`src/rtl/mem_port_arbiter.sv`:
```
// Arbiter sharing one single-ported instruction/data memory between the
// fetch path and the load/store path. Accesses are serialised through a
// small FSM. Contention is resolved round-robin, and each requester gets
// registered read data plus a one-cycle completion pulse.
module mem_port_arbiter #(
  parameter int unsigned MEM_LATENCY = 1,
  parameter int unsigned XLEN        = 32
) (
  input  logic            clk,
  input  logic            rst,
  input  logic            if_req,
  input  logic [XLEN-1:0] if_addr,
  output logic [XLEN-1:0] if_rdata,
  output logic            if_done,
  input  logic            d_read,
  input  logic            d_write,
  input  logic [XLEN-1:0] d_addr,
  input  logic [XLEN-1:0] d_wdata,
  input  logic [3:0]      d_wstrb,
  output logic [XLEN-1:0] d_rdata,
  output logic            d_done,
  output logic            stall_if,
  output logic            stall_mem,
  output logic            mem_en,
  output logic [3:0]      mem_we,
  output logic [XLEN-1:0] mem_addr,
  output logic [XLEN-1:0] mem_wdata,
  input  logic [XLEN-1:0] mem_rdata
);

  typedef enum logic [1:0] {IDLE, ACC_I, ACC_D, WAIT} state_t;
  typedef enum logic {GR_I, GR_D} grant_t;

  state_t          state_q;
  grant_t          last_grant_q;
  logic            store_q;
  logic [3:0]      cnt_q;
  logic            mem_en_q;
  logic [3:0]      mem_we_q;
  logic [XLEN-1:0] mem_addr_q;
  logic [XLEN-1:0] mem_wdata_q;
  logic [XLEN-1:0] if_rdata_q;
  logic [XLEN-1:0] d_rdata_q;
  logic            if_done_q;
  logic            d_done_q;

  logic f_pend;
  logic d_pend;

  // Pending requests; masking with done stops a re-issue while the requester drops its level.
  always_comb begin
    f_pend = if_req & ~if_done_q;
    d_pend = (d_read | d_write) & ~d_done_q;
  end

  // Access sequencer: grant, issue strobe, latency countdown, capture and done pulse.
  always_ff @(posedge clk) begin
    if (rst) begin
      state_q      <= IDLE;
      last_grant_q <= GR_D;
      store_q      <= 1'b0;
      cnt_q        <= '0;
      mem_en_q     <= 1'b0;
      mem_we_q     <= '0;
      mem_addr_q   <= '0;
      mem_wdata_q  <= '0;
      if_rdata_q   <= XLEN'(32'h0000_0013);
      d_rdata_q    <= '0;
      if_done_q    <= 1'b0;
      d_done_q     <= 1'b0;
    end else begin
      if_done_q <= 1'b0;
      d_done_q  <= 1'b0;
      case (state_q)
        IDLE: begin
          if (f_pend && (!d_pend || last_grant_q == GR_D)) begin
            mem_addr_q   <= if_addr;
            mem_we_q     <= '0;
            mem_en_q     <= 1'b1;
            last_grant_q <= GR_I;
            state_q      <= ACC_I;
          end else if (d_pend) begin
            mem_addr_q   <= d_addr;
            mem_wdata_q  <= d_wdata;
            mem_we_q     <= d_write ? d_wstrb : 4'b0000;
            store_q      <= d_write;
            mem_en_q     <= 1'b1;
            last_grant_q <= GR_D;
            state_q      <= ACC_D;
          end
        end
        ACC_I, ACC_D: begin
          mem_en_q <= 1'b0;
          mem_we_q <= '0;
          cnt_q    <= 4'(MEM_LATENCY - 1);
          state_q  <= WAIT;
        end
        WAIT: begin
          // cnt reaches zero in the cycle mem_rdata is valid (issue + MEM_LATENCY).
          if (cnt_q == 4'd0) begin
            if (last_grant_q == GR_I) begin
              if_rdata_q <= mem_rdata;
              if_done_q  <= 1'b1;
            end else begin
              if (!store_q) d_rdata_q <= mem_rdata;
              d_done_q <= 1'b1;
            end
            state_q <= IDLE;
          end else begin
            cnt_q <= cnt_q - 4'd1;
          end
        end
        default: state_q <= IDLE;
      endcase
    end
  end

  assign if_rdata  = if_rdata_q;
  assign if_done   = if_done_q;
  assign d_rdata   = d_rdata_q;
  assign d_done    = d_done_q;
  assign stall_if  = f_pend;
  assign stall_mem = d_pend;
  assign mem_en    = mem_en_q;
  assign mem_we    = mem_we_q;
  assign mem_addr  = mem_addr_q;
  assign mem_wdata = mem_wdata_q;

endmodule

```
`config.mk`:
```
export PLATFORM = sky130hd
export DESIGN_NAME = mem_port_arbiter
export DESIGN_NICKNAME = d
export VERILOG_FILES = /design/src/rtl/mem_port_arbiter.sv
export SDC_FILE = /design/constraint.sdc
export NUM_CORES = 1
export LEC_CHECK = 0
export CAP_MARGIN = 5
export CELL_PAD_IN_SITES_DETAIL_PLACEMENT = 0
export CELL_PAD_IN_SITES_GLOBAL_PLACEMENT = 1
export CORE_AREA = 2 2 153 155
export CTS_CLUSTER_SIZE = 12
export DETAILED_ROUTE_END_ITERATION = 16
export DIE_AREA = 0 0 155 157
export PLACE_DENSITY_LB_ADDON = 0.1
export SLEW_MARGIN = 30
export SYNTH_ARGS = -nofsm -noshare
export SYNTH_HDL_FRONTEND = slang
export SYNTH_SLANG_ARGS = --single-unit
```
`constraint.sdc`:
```
create_clock -name clk -period 1.67 [get_ports clk]
set_input_delay 0.2505 -clock clk [delete_from_list [all_inputs] [get_ports clk]]
set_output_delay 0.2505 -clock clk [all_outputs]
set_load 0.03 [all_outputs]
```
# == Word level (Yosys, flattened, before mapping) ==
# Cells that the tools add are included.
# totals
in_bits,137
wordCells,64
ff_bits,143
# classes
bitwise_logic,10
n_reduce_logical,17
n_eq_ne,6
mux,18
addsub,1
# op_table
operator,count
32-bit 2-to-1 mux,2
4-bit 2-to-1 mux,4
4-bit case mux with 2 select lines,2
2-bit AND reduction,4
1-bit inverter,7
2-bit 2-to-1 mux,3
2-bit case mux with 3 select lines,1
3-bit AND reduction,2
2-bit nonzero test,3
1-bit 2-to-1 mux,5
"2-bit equality test, second input constant",2
4-bit zero test,1
"2-bit != test, second input constant",2
4-bit AND reduction,1
"4-bit by 1-bit subtractor with 4-bit output, second input constant",1
"3-bit != test, second input constant",1
3-bit OR reduction,1
1-bit AND,2
"2-bit by 1-bit equality test with 1-bit output, second input constant",1
2-bit zero test,1
1-bit case mux with 2 select lines,1
2-bit OR reduction,1
1-bit logical AND,1
1-bit zero test,1
other kinds (2),2

# == Depth between registers and ports, before layout ==
# Gate-level depths: netlist of run 1.
# depth
ltp_word,7
depth_mapped,8
ltp_nobuf,6

# == Worst setup path before layout of run 1 ==
# Ideal clock, no wire load.
# synth_timing
path_kind,register -> register
start,reg if_done_q (netlist: if_done)
end,reg store_q
path_buffers,1
arrival_ns,1.624
path_stages_with_launch,7
path_slack_ns,-0.084
cell_sequence,dfxtp_1 > nand2b_4 > inv_4 > a2111o_1 > clkbuf_1 > nand2_1 > a21oi_2
# synth_between
elab_chain_len,5
# synth_lines
element,line_no,rtl
from (decl),44,logic if_done_q;
from (signal assigned),69,if_done_q <= 1'b0;
from (signal assigned),72,if_done_q <= 1'b0;
from (signal assigned),103,if_done_q <= 1'b1;
1-bit inverter,52,f_pend = if_req & ~if_done_q;
1-bit AND,52,
net stall_if,22,"output logic stall_if,"
1-bit logical AND,76,if (f_pend && (!d_pend || last_grant_q == GR_D)) begin
1-bit inverter (no line),-,
3-bit AND reduction (no line),-,
to (signal assigned),86,store_q <= d_write;
to (decl),36,logic store_q;
# The timed path passes the listed nets, and every way through them passes these cells.
# A chain may end at the register's enable or synchronous reset.

# == Final worst setup path of run 1 ==
# layout_timing
start,reg cnt_q[1]
end,reg state_q[0]
# layout_between
elab_chain_len,3
# layout_lines
element,line_no,rtl
from (decl),37,logic [3:0] cnt_q;
from (signal assigned),95,cnt_q <= 4'(MEM_LATENCY - 1);
from (signal assigned),110,cnt_q <= cnt_q - 4'd1;
4-bit zero test,100,if (cnt_q == 4'd0) begin
2-bit != test (no line),-,
2-bit AND reduction (no line),-,
to (signal assigned),96,state_q <= WAIT;
to (signal assigned),108,state_q <= IDLE;
to (signal assigned),113,default: state_q <= IDLE;
to (decl),34,state_t state_q;
# No other way between the ends.

==> results of run 1 <==
kinds of logic after synthesis:
logic type,Yosys count,synth area share [%]
AND/OR/NAND/NOR,328,23.59
AO/OA/AOI/OAI,145,18.02
flip-flops,143,51.46
buffers and inverters,60,5.308
adder cells (fa/ha/maj),4,0.8997
multiplexers,3,0.5623
XOR/XNOR,1,0.1575
worst register-to-register path: cells and delay by family, from the launching register on:
kind	cells	cell delay [ns]
AND/OR/NAND/NOR	2	0.42
flip-flops	1	0.32
buffers and inverters	3	0.31
adder cells (fa/ha/maj)	1	0.13
AO/OA/AOI/OAI	2	0.35
cells in the final DEF (no fill, tap or decap), drive strengths merged:
master,n
dfxtp,143
or2,1
o21ai,2
nand3b,3
mux2i,2
a31o,4
o31a,1
clkinvlp,3
nor2b,1
a32oi,1
xor2,1
inv,12
nor3,4
nor3b,4
clkbuf,25
a21oi,96
dlygate4sd2,135
nand2,261
diode,1
buf,45
bufinv,3
ha,4
o31ai,2
and3,1
nand2b,3
nor2,43
a311oi,32
clkdlybuf4s50,135
mux2,1
o21bai,1
a211oi,2
or3b,1
nand3,4
clkinv,4
a31oi,1
a2111oi,1
o211ai,1
a2111o,1
nand4bb,1
or3,1
power groups by stage:
stage / clock, mW / sequential [mW] / combinational, mW
after global routing: 4.24 / 4.53 / 6.78
after detailed placement: 0 / 4.53 / 6.07
final: 3.99 / 4.45 / 6.28
after global placement: 0 / 4.51 / 6.10
after CTS: 4.13 / 4.44 / 5.64
after floorplan: 0 / 5.76 / 2.29
routing by layer:
metal	vias up	global-route usage [%]
met2	156	26.86
met5	-	0
met4	0	4.982
li1	2852	-
met1	2604	18.91
met3	15	4.130
layout make-up:
type	instances	area [um2]	share of cell area, %
clock inverter	12	157.7	1.652
sequential	143	2875	30.12
tap	285	356.6	3.736
timing repair buffer	320	3159	33.10
multi-input combinational	481	2497	26.16
clock buffer	20	456.7	4.784
inverter	10	40.04	0.4195
antenna	1	2.502	0.02622
state kept, by name, summed over array words and instances (netlist names), 2 cells and up:
signal / cells
cnt_q: 4
d_rdata: 32
if_rdata: 32
mem_addr: 32
mem_wdata: 32
mem_we: 4
state_q: 2
through the flow:
| stage | hold WS [ns] | util, % |
|---|---|---|
| 4_1_cts | 0.3053 | 41.02 |
| 2_1_floorplan | 0.3716 | - |
| 5_1_grt | 0.3273 | 42.42 |
| 6_report | 0.3179 | 42.42 |
| 3_3_place_gp | 0.4419 | 39.02 |
| 3_5_place_dp | 0.4462 | 39.02 |
repair_timing:
| action | 4_1_cts | 5_1_grt |
|---|---|---|
| resized for setup | 138 | 25 |
| hold buffers | 0 | 0 |
| gates cloned | 0 | 7 |
| buffers inserted | 0 | 7 |
| pin swaps | 0 | 6 |
| endpoints found under the setup margin | 137 | 59 |
worst paths after layout:
check	to	slack, ns	cells past startpoint	from
hold / removal	mem_we[0]	0.32	3	rst
setup reg to reg	state_q[0]	0.06	8	cnt_q[1]
setup / recovery	state_q[0]	0.06	8	cnt_q[1]
hold reg to reg	mem_wdata[29]	0.45	2	mem_wdata[29]
==> results list, run 1 <==
- Area of the mapped netlist: 5563 um2
- Yosys synthesis warning count: 0
- For this block, wires on met1 add up to 8.967 mm.
* Worst min path class: in -> reg
- The floorplan has 55 rows.
- In this run the standard cell core region covers about 23000 um2.
- The final critical path takes up a little over nine tenths of the cycle.
- Final Slew Violations: 0
* CP delay by family, top: simple AND/OR/NAND/NOR gates
* Average footprint of a synthesized cell: 8.133 um2
- Total power for the finished layout comes to 14.73 mW.
* Number of cells after detailed placement: around 1200
- The top cell type by area accounts for approximately half of the synthesized area.
* Required time at the endpoint of the critical path: ~2.0 ns
* Number of remaining DRC errors: 0
- Together, buffers and inverters on the worst path number 3.
- Worst rel slew slack: around 70%
- After routing, the total negative slack on setup checks comes to 0 ns.
- The highest metal layer carrying signal wires in the routed design is met4.
* Clock transition at path regs: 0.06 ns
* Final setup margin: between 0.05 and 0.06 ns
* IO Port Bufs: 273
* Routed wire per std cell: ~16 um
- Dominant cell by count in the synthesized netlist: nand2_1
- Routed length on met2: 10.05 mm
* Area growth from synthesis to final layout: 71.59%
* Router iterations before antenna repair: 4
* Pin count of the biggest net entering global routing: 49
- TritonCTS built the clock tree.
- Of the total power, combinational logic draws 42.6%.
* Final Skew: 0.009951 ns
- At the worst endpoint, the arrival time is 1.94 ns.
- Cell-by-cell listing of the critical path: inv_2 -> ha_4 -> buf_4 -> or3b_4 -> a32oi_1 -> buf_4 -> nor2_1 -> a211oi_1
- The initial utilization of the core area, before any placement, comes to between 20 and 25%.
* Placement Cell Area: 8780 um2
- Max Fanout on Critical Path: 4
- Number of distinct library cells after synthesis: 44
* Global-route wire length before repair: approximately 30 mm
- Power density normalized to cell area: between 1500 and 2000 nW/um2
- Remaining antenna violation count: 0
* Static Leakage: 4.078 nW
- The clock reaches the later pin of the worst-skew pair after 0.42 ns.
- The setup path with the least slack is of type reg -> reg.
* Overall track demand over capacity in global routing: 15.56%
- The filler cells instantiated in the layout total 2389.
* Leading register cell type out of synthesis: dfxtp_1
- Vias in the first global route: about 5300
* Final number of setup-violating endpoints: 0
- Based on the critical path, the design can be clocked at up to 619.7 MHz.
- Post-synth top area cell: dfxtp_1
* Ys async rst share: 0%
- In the synthesized netlist, the number of instances is 684.
* Worst Setup Slack post-DPL: -0.2067 ns
- The flow ran to the end, and the final reports show no timing, DRC or antenna violations.
- Summing the sequential cell areas from Yosys gives 51.46% of the chip area.
- Power share of the sequential group: ~30%
- Maximum VDD drop: ~0.00054 V
- The final layout contains approximately 1100 nets.
* Switching Power: between 5 and 6 mW
* Maximum buffer depth of the clock tree: 2
- CTS Root Buffer Type: clkbuf_16
- Net switching share of the total power: roughly two fifths
* Slowest stage delay, CP: 0.38 ns
- After synthesis the netlist holds a flip-flop and latch count of 143.
- Detailed routing placed a total of 1.017 mm of wire on met3.
- The clock network is responsible for around 27% of the overall power.
* Internal Dissipation: 9.105 mW
- Top cells by area in the synthesized netlist: dfxtp_1 (51%), nand2_1 (18%), a21oi_1 (8.5%)
* HPWL after detailed placement: about 13 mm
- The smallest clock period supported by the final layout is computed as 1.614 ns.
* Synth top cells by count: nand2_1 (261), dfxtp_1 (143), a21oi_1 (94)
- 274 I/O pins were placed.
- The post-route netlist has 13.18% of its cells at a drive strength greater than 1.
- Vertical extent of the die: about 160 um
* Global placement routability congestion: 0.7291
- Via count of the routed design: 5627
- Across the run, the number of max-cap violations was 0.
* Slowest cell on the critical path: or3b_4
* Cell repeated most along the worst path: buf_4
* Critical Path Sink Type: register
* Final std cells w/o fill: 1272
- The die is 155 um wide.
- Number of sinks driven by the clock tree: 143
* Residual overflow from global routing: 0
- The initial antenna violation count was 1.
- Number of clock buffers inserted by TritonCTS: 17
* DR iter-0 viols: 230
- For the pin with the worst max-slew slack, the measured transition is 0.4660 ns.
- Setup repair after global routing missed its margin: true
* Post-synth net total: 825
* Mean number of vias per cell: 4.424
* Total wire length: 20.29 mm
- Count of final hold-check violations: 0
* Finished layout cell area: 9545 um2
- Type of element launching the critical path: register
* H-tree levels: 4
* DIE AREA: 24340 um2
- Post-synth EDFFs: 0
Power figures use the tool's default switching activity.
==> run 2: changes to the inputs <==
- CAP_MARGIN: 5 -> 25
==> results of run 2 <==
Final layout, timing and power as in run 1 (identical DEF).
==> run 3: changes to the inputs <==
- CELL_PAD_IN_SITES_DETAIL_PLACEMENT: 0 -> not set
- CELL_PAD_IN_SITES_GLOBAL_PLACEMENT: 1 -> not set
- CORE_AREA: 2 2 153 155 -> 2 2 141 115
- DIE_AREA: 0 0 155 157 -> 0 0 143 117
- PLACE_DENSITY: not set -> 0.76
- PLACE_DENSITY_LB_ADDON: 0.1 -> not set
==> run 3 against run 2 <==
Against the previous run: utilization grew 17 points; largest cell class unchanged; maximum frequency is 0.30% lower; total power is 3.8% lower; first-iteration DRC count grew 8.7%; routed wire length fell by 16%; final cell count fell by 7.1%; sequential power is essentially flat; critical path type is now in -> out; final area decreased by 3.5%; count of clock-buffer cells in the layout increased by 3; clock skew fell by 0.0033 ns; register-to-register slack better by 0.03 ns; sequential share of layout area is 0.96 points higher.
==> results list, run 3 (same netlist as run 1, synthesis figures left out) <==
* Cell repeated most along the worst path: buf_4 (unchanged)
- Cell-by-cell listing of the critical path: clkdlybuf4s50_1 -> o21bai_4 -> buf_4 -> inv_1 -> buf_4 (was inv_2 -> ha_4 -> buf_4 -> or3b_4 -> a32oi_1 -> buf_4 -> nor2_1 -> a211oi_1).
* Critical Path Sink Type: primary output (was register)
* Initial antenna violation count: 0 (was 1)
- Required time at the endpoint of the critical path: 1.42 ns (was 1.99 ns)
- The number of max-capacitance violations reported was 0 (unchanged).
- Number of core rows: 41 (was 55)
- The final wirelength is 17.06 mm (was 20.29 mm).
- Number of clock buffers inserted by TritonCTS: 17 (unchanged)
- Setup repair after global routing missed its margin: true (unchanged).
- HPWL after detailed placement: 11.77 mm (was 13.46 mm)
* Worst min path class: in -> reg (unchanged)
- The setup skew after layout is 0.006675 ns (was 0.009951 ns).
- The final cell count without fillers is 1182 (was 1272).
* Worst setup path startpoint: d_write (was cnt_q[1])
* Crit path buf inv count: 4 (was 3)
- Number of cells after detailed placement: 1151 (was 1225)
- Highest-count cells in the layout ignoring fill and taps: nand2_1 (261), dfxtp_1 (142), clkdlybuf4s50_1 (135) (was nand2_1 (259), dfxtp_1 (137), clkdlybuf4s50_1 (135), dlygate4sd2_1 (135), a21oi_1 (91)).
- Clock transition at path regs: 0.06 ns (about the same)
* Highest-utilization routing layer at the global route stage: met2 (unchanged)
- Router iterations before antenna repair: 5 (was 4)
- The sort of element at the start of the critical path was a primary input (was register).
- Global-route track usage on met3: 7.486% (was 4.130%)
- Vertical extent of the die: 117 um (was 157 um)
- The clock latency of the later-clocked register in the worst-skew pair came to 0.42 ns (about the same).
- Overall power of the completed layout: 14.17 mW (was 14.73 mW)
* Worst R2R End: d_rdata[8] (was state_q[0])
- Final Slew Violations: 0 (unchanged)
* Vias in the first global route: 5343 (was 5304)
- The number of fillers in the final layout came to 1409 (was 2389).
- Residual overflow from global routing: 0 (unchanged)
- Global-route track usage on met2: 32.38% (was 26.86%)
- The average vias per placed instance is 4.733 (was 4.424).
* CTS Root Buffer Type: clkbuf_16 (unchanged)
* Number of setup buffers added after CTS: 0 (unchanged)
- CTS tree: done (unchanged)
* Pin count of the biggest net entering global routing: 64 (was 49)
- Global placement routability congestion: 0.7723 (was 0.7291)
- The die footprint is 16730 um2 (was 24340 um2).
- Die X: 143 um (was 155 um)
- The remaining number of nets flagged by the antenna check after routing was 0 (unchanged).
- The delay of the slowest critical-path stage was 0.52 ns (was 0.38 ns).
* Number of remaining DRC errors: 0 (unchanged)
* Maximum VDD drop: 0.0008483 V (was 0.0005384 V)
- The total track usage was 19.97% (was 15.56%).
- Tmin final: 1.618 ns (was 1.614 ns)
- The highest fanout seen on the critical path was 4 (unchanged).
- The period utilization is 96.91% (was 96.62%).
- Count of final hold-check violations: 0 (unchanged)
* Global-route wire length before repair: 26.36 mm (was 29.60 mm)
* Power density normalized to cell area: 1538 nW/um2 (was 1543 nW/um2)
- The maximum achievable frequency was 617.9 MHz (was 619.7 MHz).
- The initial core utilization is 36.03% (was 24.72%).
* H-tree levels: 4 (unchanged)
- Outcome: finished clean (unchanged).
- The number of primary I/O pins came to 274 (unchanged).
- The share of layout cells above drive strength 1 was 9.824% (was 13.18%).
- The leading cell type in the layout, fill and taps excluded is nand2_1 (unchanged).
* Diodes inserted: 0 (was 1)
- The growth of design area from synthesis to finish came to 65.63% (was 71.59%).
* Floorplan core area: 15440 um2 (was 22500 um2)
- IO Port Bufs: 273 (unchanged)
- The DRC marker count from the first detailed-route iteration is 250 (was 230).
- The final layout net count was 1096 (was 1114).
- The global-route track usage on met1 came to 24.24% (was 18.91%).
- Critical R2R Launch: state_q[0] (was cnt_q[1])
* Number of logic stages on the critical path including buffering: 5 (was 8)
* Routed wire per std cell: 14.43 um (was 15.95 um)
- Worst rel slew slack: 74.86% (was 68.93%)
* Maximum buffer depth of the clock tree: 2 (unchanged)
* Final number of setup-violating endpoints: 0 (unchanged)
* Slew at the pin closest to its max-slew limit: 0.3766 ns (was 0.4660 ns)
- The last element of the critical path was stall_mem (was state_q[0]).
- Number of sinks driven by the clock tree: 143 (unchanged)
- CP delay by family, top: buffers and inverters (was simple AND/OR/NAND/NOR gates)
* Depth of the worst register-to-register path: 7 (was 8)
- The total vias in the final route was 5594 (was 5627).
- The worst setup path category is in -> out (was reg -> reg).
* Critical path data arrival time: 1.37 ns (was 1.94 ns)
- The setup slack of the most critical reg-to-reg path was 0.09 ns (was 0.06 ns).
* Slowest cell on the critical path: clkdlybuf4s50_1 (was or3b_4)
- Static Leakage: 4.013 nW (was 4.078 nW)
## run 3: cell count changes in the layout (fill, tap and decap cells not counted), sizes merged
cell           change
clkdlybuf4s15      +1
bufinv             +1
diode              -1
dlymetal6s2s       +3
buf               -13
clkinv             -3
dlygate4sd2        -4
clkinvlp           -2
clkbuf             -2
## run 3: per-stage QoR
step	hold slack [ns]	util, %	area, um2	worst slack, ns	setup TNS, ns
4_1_cts	0.3208	59.53	9193	0.0009658	0
6_report	0.3295	59.67	9214	0.05164	0
3_3_place_gp	0.4409	56.34	8700	-0.1828	-10.14
5_1_grt	0.3256	59.67	9214	-0.005653	-0.01332
2_1_floorplan	0.3716	-	5564	0.03577	0
3_5_place_dp	0.4457	56.34	8700	-0.2446	-11.97
## run 3: final cells by class
| type | instances | area [um2] | share of cell area (%) |
|---|---|---|---|
| timing repair buffer | 302 | 2949 | 32.01 |
| sequential | 143 | 2864 | 31.08 |
| multi-input combinational | 481 | 2444 | 26.52 |
| clock buffer | 23 | 498.0 | 5.405 |
| tap | 215 | 269.0 | 2.920 |
| clock inverter | 8 | 150.1 | 1.630 |
| inverter | 10 | 40.04 | 0.4345 |
## run 3: per-layer routing
metal | up-vias | share of wire (%) | wire length (um)
met5 | - | 0 | 0
met1 | 2569 | 43 | 7375
li1 | 2816 | - | -
met4 | 0 | 2.2 | 374
met3 | 29 | 7.8 | 1327
met2 | 180 | 47 | 7978
## run 3: where the power goes
part           switching [mW]  total (mW)  internal, mW  leakage (nW)
sequential              0.345        4.45          4.10          1.17
combinational            3.44        5.57          2.13          2.53
clock                    1.45        4.15          2.70         0.316
total                    5.24        14.2          8.93          4.01
## run 3: tightest hold or removal path, stage by stage
cell and delay, ns:
buf_4 0.14, buf_12 0.23, a311oi_1 0.06
## run 3: worst min-delay path by stage
| stage | cells past startpoint | from | end | slack, ns |
|---|---|---|---|---|
| floorplan | 2 | mem_rdata[0] | if_rdata[0] | 0.37 |
| global placement | 2 | mem_wdata[30] | mem_wdata[30] | 0.44 |
| detailed placement | 2 | if_rdata[21] | if_rdata[21] | 0.45 |
| CTS | 3 | rst | mem_addr[0] | 0.32 |
| global route | 3 | rst | mem_addr[8] | 0.33 |
| finish | 3 | rst | mem_addr[0] | 0.33 |
## run 3: timing repair
action / in CTS / in global routing
pin swaps: 0 / 4
hold endpoints to repair: 0 / 0
gates resized for setup: 134 / 8
hold buffers: 0 / 0
endpoints found under the setup margin: 134 / 30
